[config.mk]
export PLATFORM = sky130hd
export DESIGN_NAME = ysyx_23060025_ifu
export DESIGN_NICKNAME = d
export VERILOG_FILES = /design/src/rtl/ysyx_23060025_ifu.sv
export SDC_FILE = /design/constraint.sdc
export NUM_CORES = 1
export LEC_CHECK = 0
export ABC_AREA = 1
export CORE_MARGIN = 2
export CORE_UTILIZATION = 40
export CTS_BUF_LIST = sky130_fd_sc_hd__clkbuf_4
export CTS_CLUSTER_SIZE = 20
export DETAILED_ROUTE_END_ITERATION = 10
export GPL_TIMING_DRIVEN = 0
export PLACE_DENSITY = 0.66
export SLEW_MARGIN = 5
export SYNTH_ARGS = -nofsm -noshare
export SYNTH_HDL_FRONTEND = slang
export SYNTH_SLANG_ARGS = --single-unit
[constraint.sdc]
create_clock -name clock -period 2.4 [get_ports clock]
set_input_delay 0.48 -clock clock [delete_from_list [all_inputs] [get_ports clock]]
set_output_delay 0.48 -clock clock [all_outputs]
set_load 0.02 [all_outputs]
[src/rtl/ysyx_23060025_ifu.sv]
// Instruction fetch unit: issues one icache request per instruction, holds the
// fetched word for the IDU, and follows EXU/WBU redirects without losing sync with the icache.
module ysyx_23060025_ifu #(
  parameter logic [31:0] RESET_PC = 32'h3000_0000
) (
  input  logic        clock,
  input  logic        reset,
  output logic [31:0] icache_paddr,
  output logic        icache_psel,
  input  logic        icache_pready,
  input  logic [31:0] icache_prdata,
  output logic        inst_valid,
  input  logic        inst_ready,
  output logic [31:0] inst,
  output logic [31:0] inst_pc,
  input  logic        redirect_valid,
  input  logic [31:0] redirect_pc,
  output logic [31:0] perf_fetch_cnt
);

  typedef enum logic [2:0] {
    S_BOOT,
    S_REQ,
    S_WAIT,
    S_DROP,
    S_HOLD
  } state_t;

  state_t      state_q, state_d;
  logic [31:0] pc_q, pc_d;
  logic [31:0] tgt_q, tgt_d;
  logic [31:0] inst_q, inst_d;
  logic [31:0] inst_pc_q, inst_pc_d;
  logic [31:0] cnt_q, cnt_d;
  logic [31:0] redir_tgt;
  logic        unused_redir_lsb;

  assign redir_tgt        = {redirect_pc[31:2], 2'b00};
  assign unused_redir_lsb = ^redirect_pc[1:0];

  always_ff @(posedge clock or negedge reset) begin
    if (!reset) begin
      state_q   <= S_BOOT;
      pc_q      <= RESET_PC;
      tgt_q     <= '0;
      inst_q    <= '0;
      inst_pc_q <= '0;
      cnt_q     <= '0;
    end else begin
      state_q   <= state_d;
      pc_q      <= pc_d;
      tgt_q     <= tgt_d;
      inst_q    <= inst_d;
      inst_pc_q <= inst_pc_d;
      cnt_q     <= cnt_d;
    end
  end

  always_comb begin
    state_d   = state_q;
    pc_d      = pc_q;
    tgt_d     = tgt_q;
    inst_d    = inst_q;
    inst_pc_d = inst_pc_q;
    cnt_d     = cnt_q;
    unique case (state_q)
      S_BOOT: begin
        state_d = S_REQ;
        if (redirect_valid) pc_d = redir_tgt;
      end
      // A response already in REQ is handled exactly like one in WAIT.
      S_REQ, S_WAIT: begin
        if (icache_pready && redirect_valid) begin
          pc_d    = redir_tgt;
          state_d = S_REQ;
        end else if (icache_pready) begin
          inst_d    = icache_prdata;
          inst_pc_d = pc_q;
          state_d   = S_HOLD;
        end else if (redirect_valid) begin
          tgt_d   = redir_tgt;
          state_d = S_DROP;
        end else begin
          state_d = S_WAIT;
        end
      end
      // The in-flight response must still be consumed before a new request.
      S_DROP: begin
        if (icache_pready) begin
          pc_d    = redirect_valid ? redir_tgt : tgt_q;
          state_d = S_REQ;
        end else if (redirect_valid) begin
          tgt_d = redir_tgt;
        end
      end
      S_HOLD: begin
        if (inst_ready) cnt_d = cnt_q + 32'd1;
        if (redirect_valid) begin
          pc_d    = redir_tgt;
          state_d = S_REQ;
        end else if (inst_ready) begin
          pc_d    = pc_q + 32'd4;
          state_d = S_REQ;
        end
      end
      default: state_d = S_BOOT;
    endcase
  end

  assign icache_paddr   = pc_q;
  assign icache_psel    = (state_q == S_REQ);
  assign inst_valid     = (state_q == S_HOLD);
  assign inst           = inst_q;
  assign inst_pc        = inst_pc_q;
  assign perf_fetch_cnt = cnt_q;

endmodule

==> impl_metrics.json, run 1 <==
{
  "port_buffers": 196,
  "clock-sinks": 163,
  "crit_chain": "clkdlybuf4s50_1",
  "ys_ff_latch": 163,
  "hpwlAfterDp_um": 20000,
  "p_switching_mw": 5.28,
  "die_area_sq_um": 22700,
  "syn_area_sq_um": 8600,
  "worstPathBufferInverterCount": 1,
  "gp_congestion": 0.908,
  "vias_per_cell": 4.93,
  "max_freq_mhz": 433,
  "cts_buffer_depth": 2,
  "rows": 53,
  "pin_count": 199,
  "vdd_drop_max_mv": 0.436,
  "seqPwrFrac_pct": 38.1,
  "rsz0062_at_grt": "no",
  "dp.cells": 1593,
  "syn_nets": 1192,
  "mostFrequentLayoutCells": "393 x nand2_1, 193 x clkdlybuf4s50_1, 161 x dfrtp_1",
  "core_sq_um": 21100,
  "cp-start-kind": "flip-flop",
  "synthCells": 1121,
  "layout_commonest_cell": "nand2_1",
  "hp-class": "input port to asynchronous set/reset pin",
  "routed_wl_um": 25800,
  "placed_area_sq_um": 10900,
  "cts-root-buf": "clkbuf_4",
  "final_cell_count_no_fill": 1627,
  "fin_crit_sh_pct": 96.3,
  "drive_gt1_share_pct": 7.92,
  "grt_pass1_vias": 7914,
  "h-tree-depth": 4,
  "cp-end-kind": "primary output",
  "worst_path_largest_cell_delay_ps": 710,
  "start_util_pct": 40.8,
  "wire_per_inst_um": 15.9,
  "grt_max_degree": 103,
  "syn_area_per_cell_sq_um": 7.68,
  "grt_use_total_pct": 23.5,
  "path_max_fanout": 6,
  "die_w_um": 151,
  "outcome": "finished, final reports clean",
  "ys_types": 37,
  "grt_overflow": 0,
  "cts_buffers": 17,
  "drc": 0,
  "slowest_stage": "clkdlybuf4s50_1",
  "crit_arrival_ps": 1830,
  "drtIter0Drc": 461,
  "clock_insertion_delay_worst_skew_ps": 570,
  "finalSetupViolCount": 0,
  "p_per_area_nw_per_um2": 1100,
  "fp.dieH_um": 151,
  "final_hold_viol_count": 0,
  "postSynth.asyncResetShare_pct": 100,
  "ys_warn_count": 0,
  "p_leak_nw": 5.10,
  "max_slew.worst_pin.slew_ps": 727,
  "path_class": "flip-flop to primary output",
  "final_area_sq_um": 11200,
  "yosysSeqAreaShare_pct": 47.4,
  "fin_crit_ps": 2310,
  "swShare_pct": 42.8,
  "grt_first_pass_wirelength_um": 41200,
  "via_count": 8029,
  "worst_clock_skew_ps": 16.4,
  "ant_nets": 0,
  "intPower_mw": 7.06,
  "maxCapViolations": 0,
  "slew_viol_final": 0,
  "relSlewSlack_pct": 51.3,
  "cts_tree": "built",
  "cp.required_ps": 1920,
  "area_growth_pct": 30.5,
  "clkSlewWorstSetupHoldPaths_ps": 140,
  "first_pass_iters": 5,
  "ys.flop_type": "dfrtp_1",
  "antenna_found_initial": 1,
  "critPathTopFamily": "buffers and inverters",
  "clkPwrFrac_pct": 13.4,
  "final_nets": 1409,
  "comb_power_share_pct": 48.5,
  "synth_edf_count": 0
}
layout make-up:
type / instances / area [sq um]
antenna: 1 / 2.50
buffer: 43 / 188
clock buffer: 22 / 165
clock inverter: 10 / 109
fill: 2063 / 9860
inverter: 98 / 368
multi-input combinational: 816 / 3960
sequential: 163 / 4080
tap: 275 / 344
timing repair buffer: 199 / 2010
routing by layer:
metal	share of wire (%)	wire length [um]	vias up	global-route usage, %
li1	-	-	4021	-
met3	8.2	2110	46	5.27
met5	0	0	-	0
met1	43	11000	3636	29.6
met4	3.2	816	0	10.5
met2	46	11800	326	38.8
cell families after synthesis:
kind of cell             count (synthesis)  synth area share [%]
flip-flops                             163                  47.4
multiplexers                            37                  4.84
XOR/XNOR                                34                  3.46
adder cells (fa/ha/maj)                  2                 0.291
buffers and inverters                  142                  6.50
AO/OA/AOI/OAI                          156                  9.61
AND/OR/NAND/NOR                        587                  27.9
worst paths after layout:
check	start	endpoint	slack, ps	cells after the start
max in group asynchronous	reset	perf_fetch_cnt[6]$_DFFE_PN0P_	1080	3
worst max-delay path	icache_paddr[12]$_DFFE_PN0P_	icache_paddr[12]	90	1
worst min-delay path	reset	inst[11]$_DFFE_PN0P_	440	2
worst max register to register	state_q[0]$_DFFE_PN0P_	perf_fetch_cnt[29]$_DFFE_PN0P_	200	13
min in group clock	inst_pc[19]$_DFFE_PN0P_	inst_pc[19]$_DFFE_PN0P_	500	2
worst min register to register	inst_pc[19]$_DFFE_PN0P_	inst_pc[19]$_DFFE_PN0P_	500	2
per-stage QoR:
| stage | TNS [ps] | setup WS, ps | total power, mW | util [%] | hold WS [ps] |
|---|---|---|---|---|---|
| 5_1_grt | 0 | 4.80 | 13.3 | 53.3 | 443 |
| 4_1_cts | 0 | 46.3 | 12.4 | 53.2 | 426 |
| 2_1_floorplan | 0 | 630 | 7.89 | - | 184 |
| 3_5_place_dp | -8870 | -361 | 10.8 | 51.9 | 442 |
| 3_3_place_gp | -986480 | -6040 | 10.7 | 51.7 | 467 |
| 6_report | 0 | 89.0 | 12.3 | 53.3 | 437 |
registers in the layout, summed over array words and instances (netlist names):
signal,cells
perf_fetch_cnt,32
inst_pc,32
state_q,3
tgt_q,32
inst,32
icache_paddr,32
power by group through the flow:
stage | sequential [mW] | combinational (mW) | clock [mW]
3_5_place_dp | 4.78 | 6.01 | 0
2_1_floorplan | 5.55 | 2.35 | 0
5_1_grt | 4.87 | 6.60 | 1.80
3_3_place_gp | 4.75 | 5.94 | 0
4_1_cts | 4.72 | 6.02 | 1.70
6_report | 4.71 | 5.98 | 1.65
Yosys cell counts, types with 6 or more instances:
cell type | number | area [sq um]
a21oi_1 | 33 | 165
buf_1 | 6 | 22.5
buf_2 | 12 | 60.1
clkbuf_1 | 24 | 90.1
dfrtp_1 | 161 | 4030
inv_1 | 96 | 360
mux2_2 | 37 | 417
nand2_1 | 393 | 1480
nand3_1 | 38 | 190
nand4_1 | 8 | 50.1
nor2_1 | 111 | 417
nor2_2 | 6 | 37.5
nor3_1 | 15 | 75.1
o21ai_0 | 105 | 526
xnor2_1 | 12 | 105
xor2_1 | 22 | 193
repair_timing:
item,in CTS,in global routing
endpoints found under the setup margin,2,0
gates resized for setup,2,0
hold buffers,1,0
setup buffers,1,0
hold endpoints to repair,61,0
(Power assumes the default switching activity.)
==> run 2, diff against run 1 <==
- MAX_ROUTING_LAYER: not set -> met4
==> run 2 against run 1 <==
Maximum frequency down 1.5%. Critical endpoint unchanged. Combinational power about the same. Sequential share of layout area down 0.20 points. Core utilization up 0.30 points. Critical path type unchanged. Hold slack better by 2.1 ps.
==> impl_metrics.json, run 2 (synthesized netlist as in run 1, its figures left out) <==
{
  "vias_per_cell": 4.95,
  "cp.required_ps": 1920,
  "grt_use_total_pct": 24.2,
  "intPower_mw": 7.22,
  "fin_crit_sh_pct": 97.8,
  "fill_cells": 1985,
  "port_buffers": 196,
  "worst_clock_skew_ps": 24.4,
  "mostFrequentLayoutCells": "393 x nand2_1, 193 x clkdlybuf4s50_1, 161 x dfrtp_1",
  "place_ws_ps": -360,
  "gp_congestion": 0.907,
  "clock-sinks": 163,
  "fp.dieH_um": 151,
  "outcome": "finished, final reports clean",
  "cts_tree": "built",
  "crit_chain": "clkdlybuf4s50_1",
  "layout_commonest_cell": "nand2_1",
  "area_growth_pct": 31.2,
  "die_w_um": 151,
  "path_class": "flip-flop to primary output",
  "grt_first_pass_wirelength_um": 41200,
  "grt_pass1_vias": 7825,
  "drive_gt1_share_pct": 8.07,
  "cp-start-kind": "flip-flop",
  "finalSetupViolCount": 0,
  "p_switching_mw": 5.39,
  "ant_nets": 0,
  "hpwlAfterDp_um": 20200,
  "cts-root-buf": "clkbuf_4",
  "start_util_pct": 40.8,
  "fin_ws_ps": 53.7,
  "multi_input_area_sq_um": 3960,
  "hp-class": "input port to asynchronous set/reset pin",
  "vdd_drop_max_mv": 0.517,
  "regArea_sq_um": 4080,
  "grt_overflow": 0,
  "clock_insertion_delay_worst_skew_ps": 580,
  "worst_path_largest_cell_delay_ps": 720,
  "antenna_found_initial": 2,
  "slew_viol_final": 0,
  "seqPwrFrac_pct": 37.4,
  "die_area_sq_um": 22700,
  "clkPwrFrac_pct": 15.0,
  "critPathTopFamily": "buffers and inverters",
  "relSlewSlack_pct": 52.4,
  "comb_power_share_pct": 47.6,
  "p_per_area_nw_per_um2": 1120,
  "path_max_fanout": 6,
  "grt_max_degree": 95,
  "pin_count": 199,
  "cts_buffer_depth": 2,
  "h-tree-depth": 4,
  "p_leak_nw": 5.11,
  "clkSlewWorstSetupHoldPaths_ps": 140,
  "drc": 0,
  "max_freq_mhz": 426,
  "swShare_pct": 42.7,
  "rows": 53,
  "rsz0062_at_grt": "no",
  "maxCapViolations": 0,
  "final_hold_viol_count": 0,
  "wire_per_inst_um": 16.0,
  "fin_tns_setup_ps": 0,
  "cts_buffers": 17,
  "drtIter0Drc": 573,
  "worstPathBufferInverterCount": 1,
  "max_slew.worst_pin.slew_ps": 710,
  "routed_wl_um": 26000,
  "final_nets": 1409,
  "slowest_stage": "clkdlybuf4s50_1",
  "cp-end-kind": "primary output",
  "first_pass_iters": 5,
  "core_sq_um": 21100,
  "fin_crit_ps": 2350,
  "crit_arrival_ps": 1870,
  "via_count": 8061
}
[run 2: changes by cell type in the layout (fill, tap and decap cells not counted)]
cell	delta
clkinvlp_4	+2
clkinv_2	-1
inv_6	+2
clkbuf_4	-5
clkinv_1	-2
bufinv_16	+2
diode_2	+1
clkinv_4	+2
[run 2: timing repair]
item | in CTS | in global routing
setup endpoints to repair | 2 | 0
hold buffers | 1 | 0
resized for setup | 2 | 0
setup buffers | 1 | 0
endpoints found under the hold margin | 69 | 0
[run 2: through the flow]
step                instance area [sq um]  utilization (%)  cells  power (mW)  hold WS [ps]
floorplan                            8600                -   1121        7.89           184
global placement                    10900             51.7   1592        10.7           467
detailed placement                  10900             51.9   1593        10.8           468
CTS                                 11300             53.5   1626        12.7           421
global route                        11300             53.6   1628        13.5           470
finish                              11300             53.6   1628        12.6           439
[run 2: final timing paths]
kind / depth (start not counted) / end / slack [ps] / startpoint
max: 1 / icache_paddr[12] / 50 / icache_paddr[12]$_DFFE_PN0P_
min: 2 / inst[12]$_DFFE_PN0P_ / 440 / reset
max reg2reg: 13 / perf_fetch_cnt[29]$_DFFE_PN0P_ / 200 / state_q[0]$_DFFE_PN0P_
min reg2reg: 2 / inst_pc[29]$_DFFE_PN0P_ / 500 / inst_pc[29]$_DFFE_PN0P_
max in group asynchronous: 3 / tgt_q[30]$_DFFE_PN0P_ / 1130 / reset
min in group clock: 2 / inst_pc[29]$_DFFE_PN0P_ / 500 / inst_pc[29]$_DFFE_PN0P_
[run 2: metal layers]
| layer | up-vias | share of wire, % | global-route usage (%) |
|---|---|---|---|
| met4 | 0 | 2.5 | 8.88 |
| met3 | 50 | 7.1 | 4.76 |
| met5 | - | 0 | - |
| li1 | 4014 | - | - |
| met2 | 290 | 47 | 40.0 |
| met1 | 3707 | 43 | 29.4 |
[run 2: final cells by class]
cell class	count	share of cell area [%]
sequential	163	36.1
multi-input combinational	816	35.1
timing repair buffer	199	17.8
inverter	98	3.26
tap	275	3.05
clock inverter	15	1.83
buffer	43	1.66
clock buffer	17	1.13
antenna	2	0.0443
[run 2: power by group through the flow]
stage	sequential [mW]	clock [mW]	combinational, mW
2_1_floorplan	5.55	0	2.35
3_3_place_gp	4.74	0	5.94
3_5_place_dp	4.78	0	6.00
4_1_cts	4.72	1.95	6.02
5_1_grt	4.87	2.05	6.59
6_report	4.72	1.89	6.00
==> run 3, diff against run 2 <==
- CORE_UTILIZATION: 40 -> 50
- CTS_CLUSTER_DIAMETER: not set -> 120
- PLACE_DENSITY: 0.66 -> 0.8
==> run 3 against run 2 <==
Global-route usage is 4.5 points higher. Final area decreased by 1.6%. Largest cell class unchanged. Sequential power hardly changed. Highest routed layer unchanged. Maximum frequency increased by 3.3%. Non-clock buffer count did not move. Critical path depth is the same. Setup slack gained 75 ps. First-iteration DRC count up 0.87%. Via count is 3.0% higher. Hold slack got worse by 76 ps.
==> impl_metrics.json, run 3 (synthesized netlist as in run 1, its figures left out) <==
{
  "die_area_sq_um": 18300,
  "cp.required_ps": 1920,
  "m1WireLength_um": 10300,
  "worst_path_largest_cell_delay_ps": 620,
  "max_freq_mhz": 440,
  "grt_use_total_pct": 28.7,
  "fin_crit_ps": 2270,
  "routed_wl_um": 25000,
  "cts_buffers": 17,
  "fin_ws_ps": 129,
  "fin_crit_sh_pct": 94.6,
  "drc": 0,
  "worstSetupPathDepth": 1,
  "core_sq_um": 16700,
  "place_ws_ps": -333,
  "clkSlewWorstSetupHoldPaths_ps": 130,
  "antenna_found_initial": 1,
  "clock_insertion_delay_worst_skew_ps": 570,
  "finalSetupViolCount": 0,
  "final_hold_viol_count": 0,
  "cts_tree": "built",
  "grt_overflow": 0,
  "swShare_pct": 43.3,
  "slew_viol_final": 0,
  "vias_per_cell": 5.29,
  "drtIter0Drc": 578,
  "h-tree-depth": 4,
  "grt_max_degree": 120,
  "first_pass_iters": 5,
  "relSlewSlack_pct": 55.5,
  "area_growth_pct": 29.2,
  "path_max_fanout": 6,
  "start_util_pct": 51.5,
  "layout_commonest_cell": "nand2_1",
  "max_slew.worst_pin.slew_ps": 663,
  "final_nets": 1409,
  "final_util_pct": 66.6,
  "grt_pass1_vias": 7936,
  "crit_chain": "clkdlybuf4s50_1",
  "slowest_stage": "clkdlybuf4s50_1",
  "cts-root-buf": "clkbuf_4",
  "intPower_mw": 6.89,
  "maxCapViolations": 0,
  "ff2ff_path_depth": 13,
  "p_leak_nw": 5.08,
  "outcome": "finished, final reports clean",
  "pin_count": 199,
  "comb_power_share_pct": 49.2,
  "vdd_drop_max_mv": 0.595,
  "via_count": 8301,
  "rows": 47,
  "top_layer": "met4",
  "hpwlAfterDp_um": 19300,
  "critPathTopFamily": "buffers and inverters",
  "whs_ps": 362,
  "hp-class": "input port to asynchronous set/reset pin",
  "power_mw": 12.1,
  "cp-end-kind": "primary output",
  "crit_arrival_ps": 1790,
  "worst_clock_skew_ps": 20.7,
  "worstPathBufferInverterCount": 1,
  "gp_congestion": 0.956,
  "cts_buffer_depth": 2,
  "fp.dieH_um": 135,
  "dr_wl_met2_um": 11800,
  "port_buffers": 196,
  "cp-start-kind": "flip-flop",
  "rsz0062_at_grt": "no",
  "path_class": "flip-flop to primary output",
  "drive_gt1_share_pct": 7.71,
  "die_w_um": 135,
  "ant_nets": 0,
  "fill_cells": 1441,
  "p_switching_mw": 5.26,
  "wire_per_inst_um": 15.9,
  "grt_first_pass_wirelength_um": 39700,
  "p_per_area_nw_per_um2": 1090,
  "clock-sinks": 163,
  "clkPwrFrac_pct": 11.9,
  "mostFrequentLayoutCells": "393 x nand2_1, 193 x clkdlybuf4s50_1, 161 x dfrtp_1",
  "seqPwrFrac_pct": 38.9,
  "wl_met3_um": 2120,
  "fin_tns_setup_ps": 0
}
==> run 3: per-layer routing <==
metal  track usage (%)  vias up
met5                 -        -
met1              35.4     3835
met3              5.57       62
li1                  -     3998
met4              12.7        0
met2              46.2      406
==> run 3: cell type report <==
type,instances,area (sq um),area share (%)
timing repair buffer,199,2010,18.1
inverter,98,368,3.31
buffer,43,188,1.69
antenna,1,2.50,0.0225
clock buffer,18,135,1.22
clock inverter,12,93.8,0.844
tap,220,275,2.48
multi-input combinational,816,3960,35.7
sequential,163,4080,36.7
==> run 3: path summary, 6_finish.rpt <==
kind,from,endpoint,slack [ps]
max,icache_paddr[29]$_DFFE_PN1P_,icache_paddr[29],130
min,reset,perf_fetch_cnt[5]$_DFFE_PN0P_,360
max reg2reg,state_q[1]$_DFFE_PN0P_,perf_fetch_cnt[29]$_DFFE_PN0P_,200
min reg2reg,inst_pc[10]$_DFFE_PN0P_,inst_pc[10]$_DFFE_PN0P_,500
max in group asynchronous,reset,inst_pc[19]$_DFFE_PN0P_,1140
min in group clock,inst_pc[10]$_DFFE_PN0P_,inst_pc[10]$_DFFE_PN0P_,500
==> run 3: per-stage QoR <==
step	std cells	area (sq um)
5_1_grt	1570	11100
2_1_floorplan	1121	8600
3_3_place_gp	1537	10800
4_1_cts	1569	11100
6_report	1570	11100
3_5_place_dp	1538	10900
==> run 3: power groups by stage <==
stage / clock, mW / sequential [mW] / combinational [mW]
CTS: 1.48 / 4.71 / 5.98
global route: 1.61 / 4.84 / 6.52
global placement: 0 / 4.73 / 5.86
floorplan: 0 / 5.55 / 2.35
detailed placement: 0 / 4.77 / 5.96
finish: 1.45 / 4.72 / 5.98
==> run 3: timing repair <==
item,4_1_cts,5_1_grt
buffers inserted,1,0
setup endpoints to repair,2,0
hold buffers,1,0
resized for setup,2,0
endpoints found under the hold margin,43,0
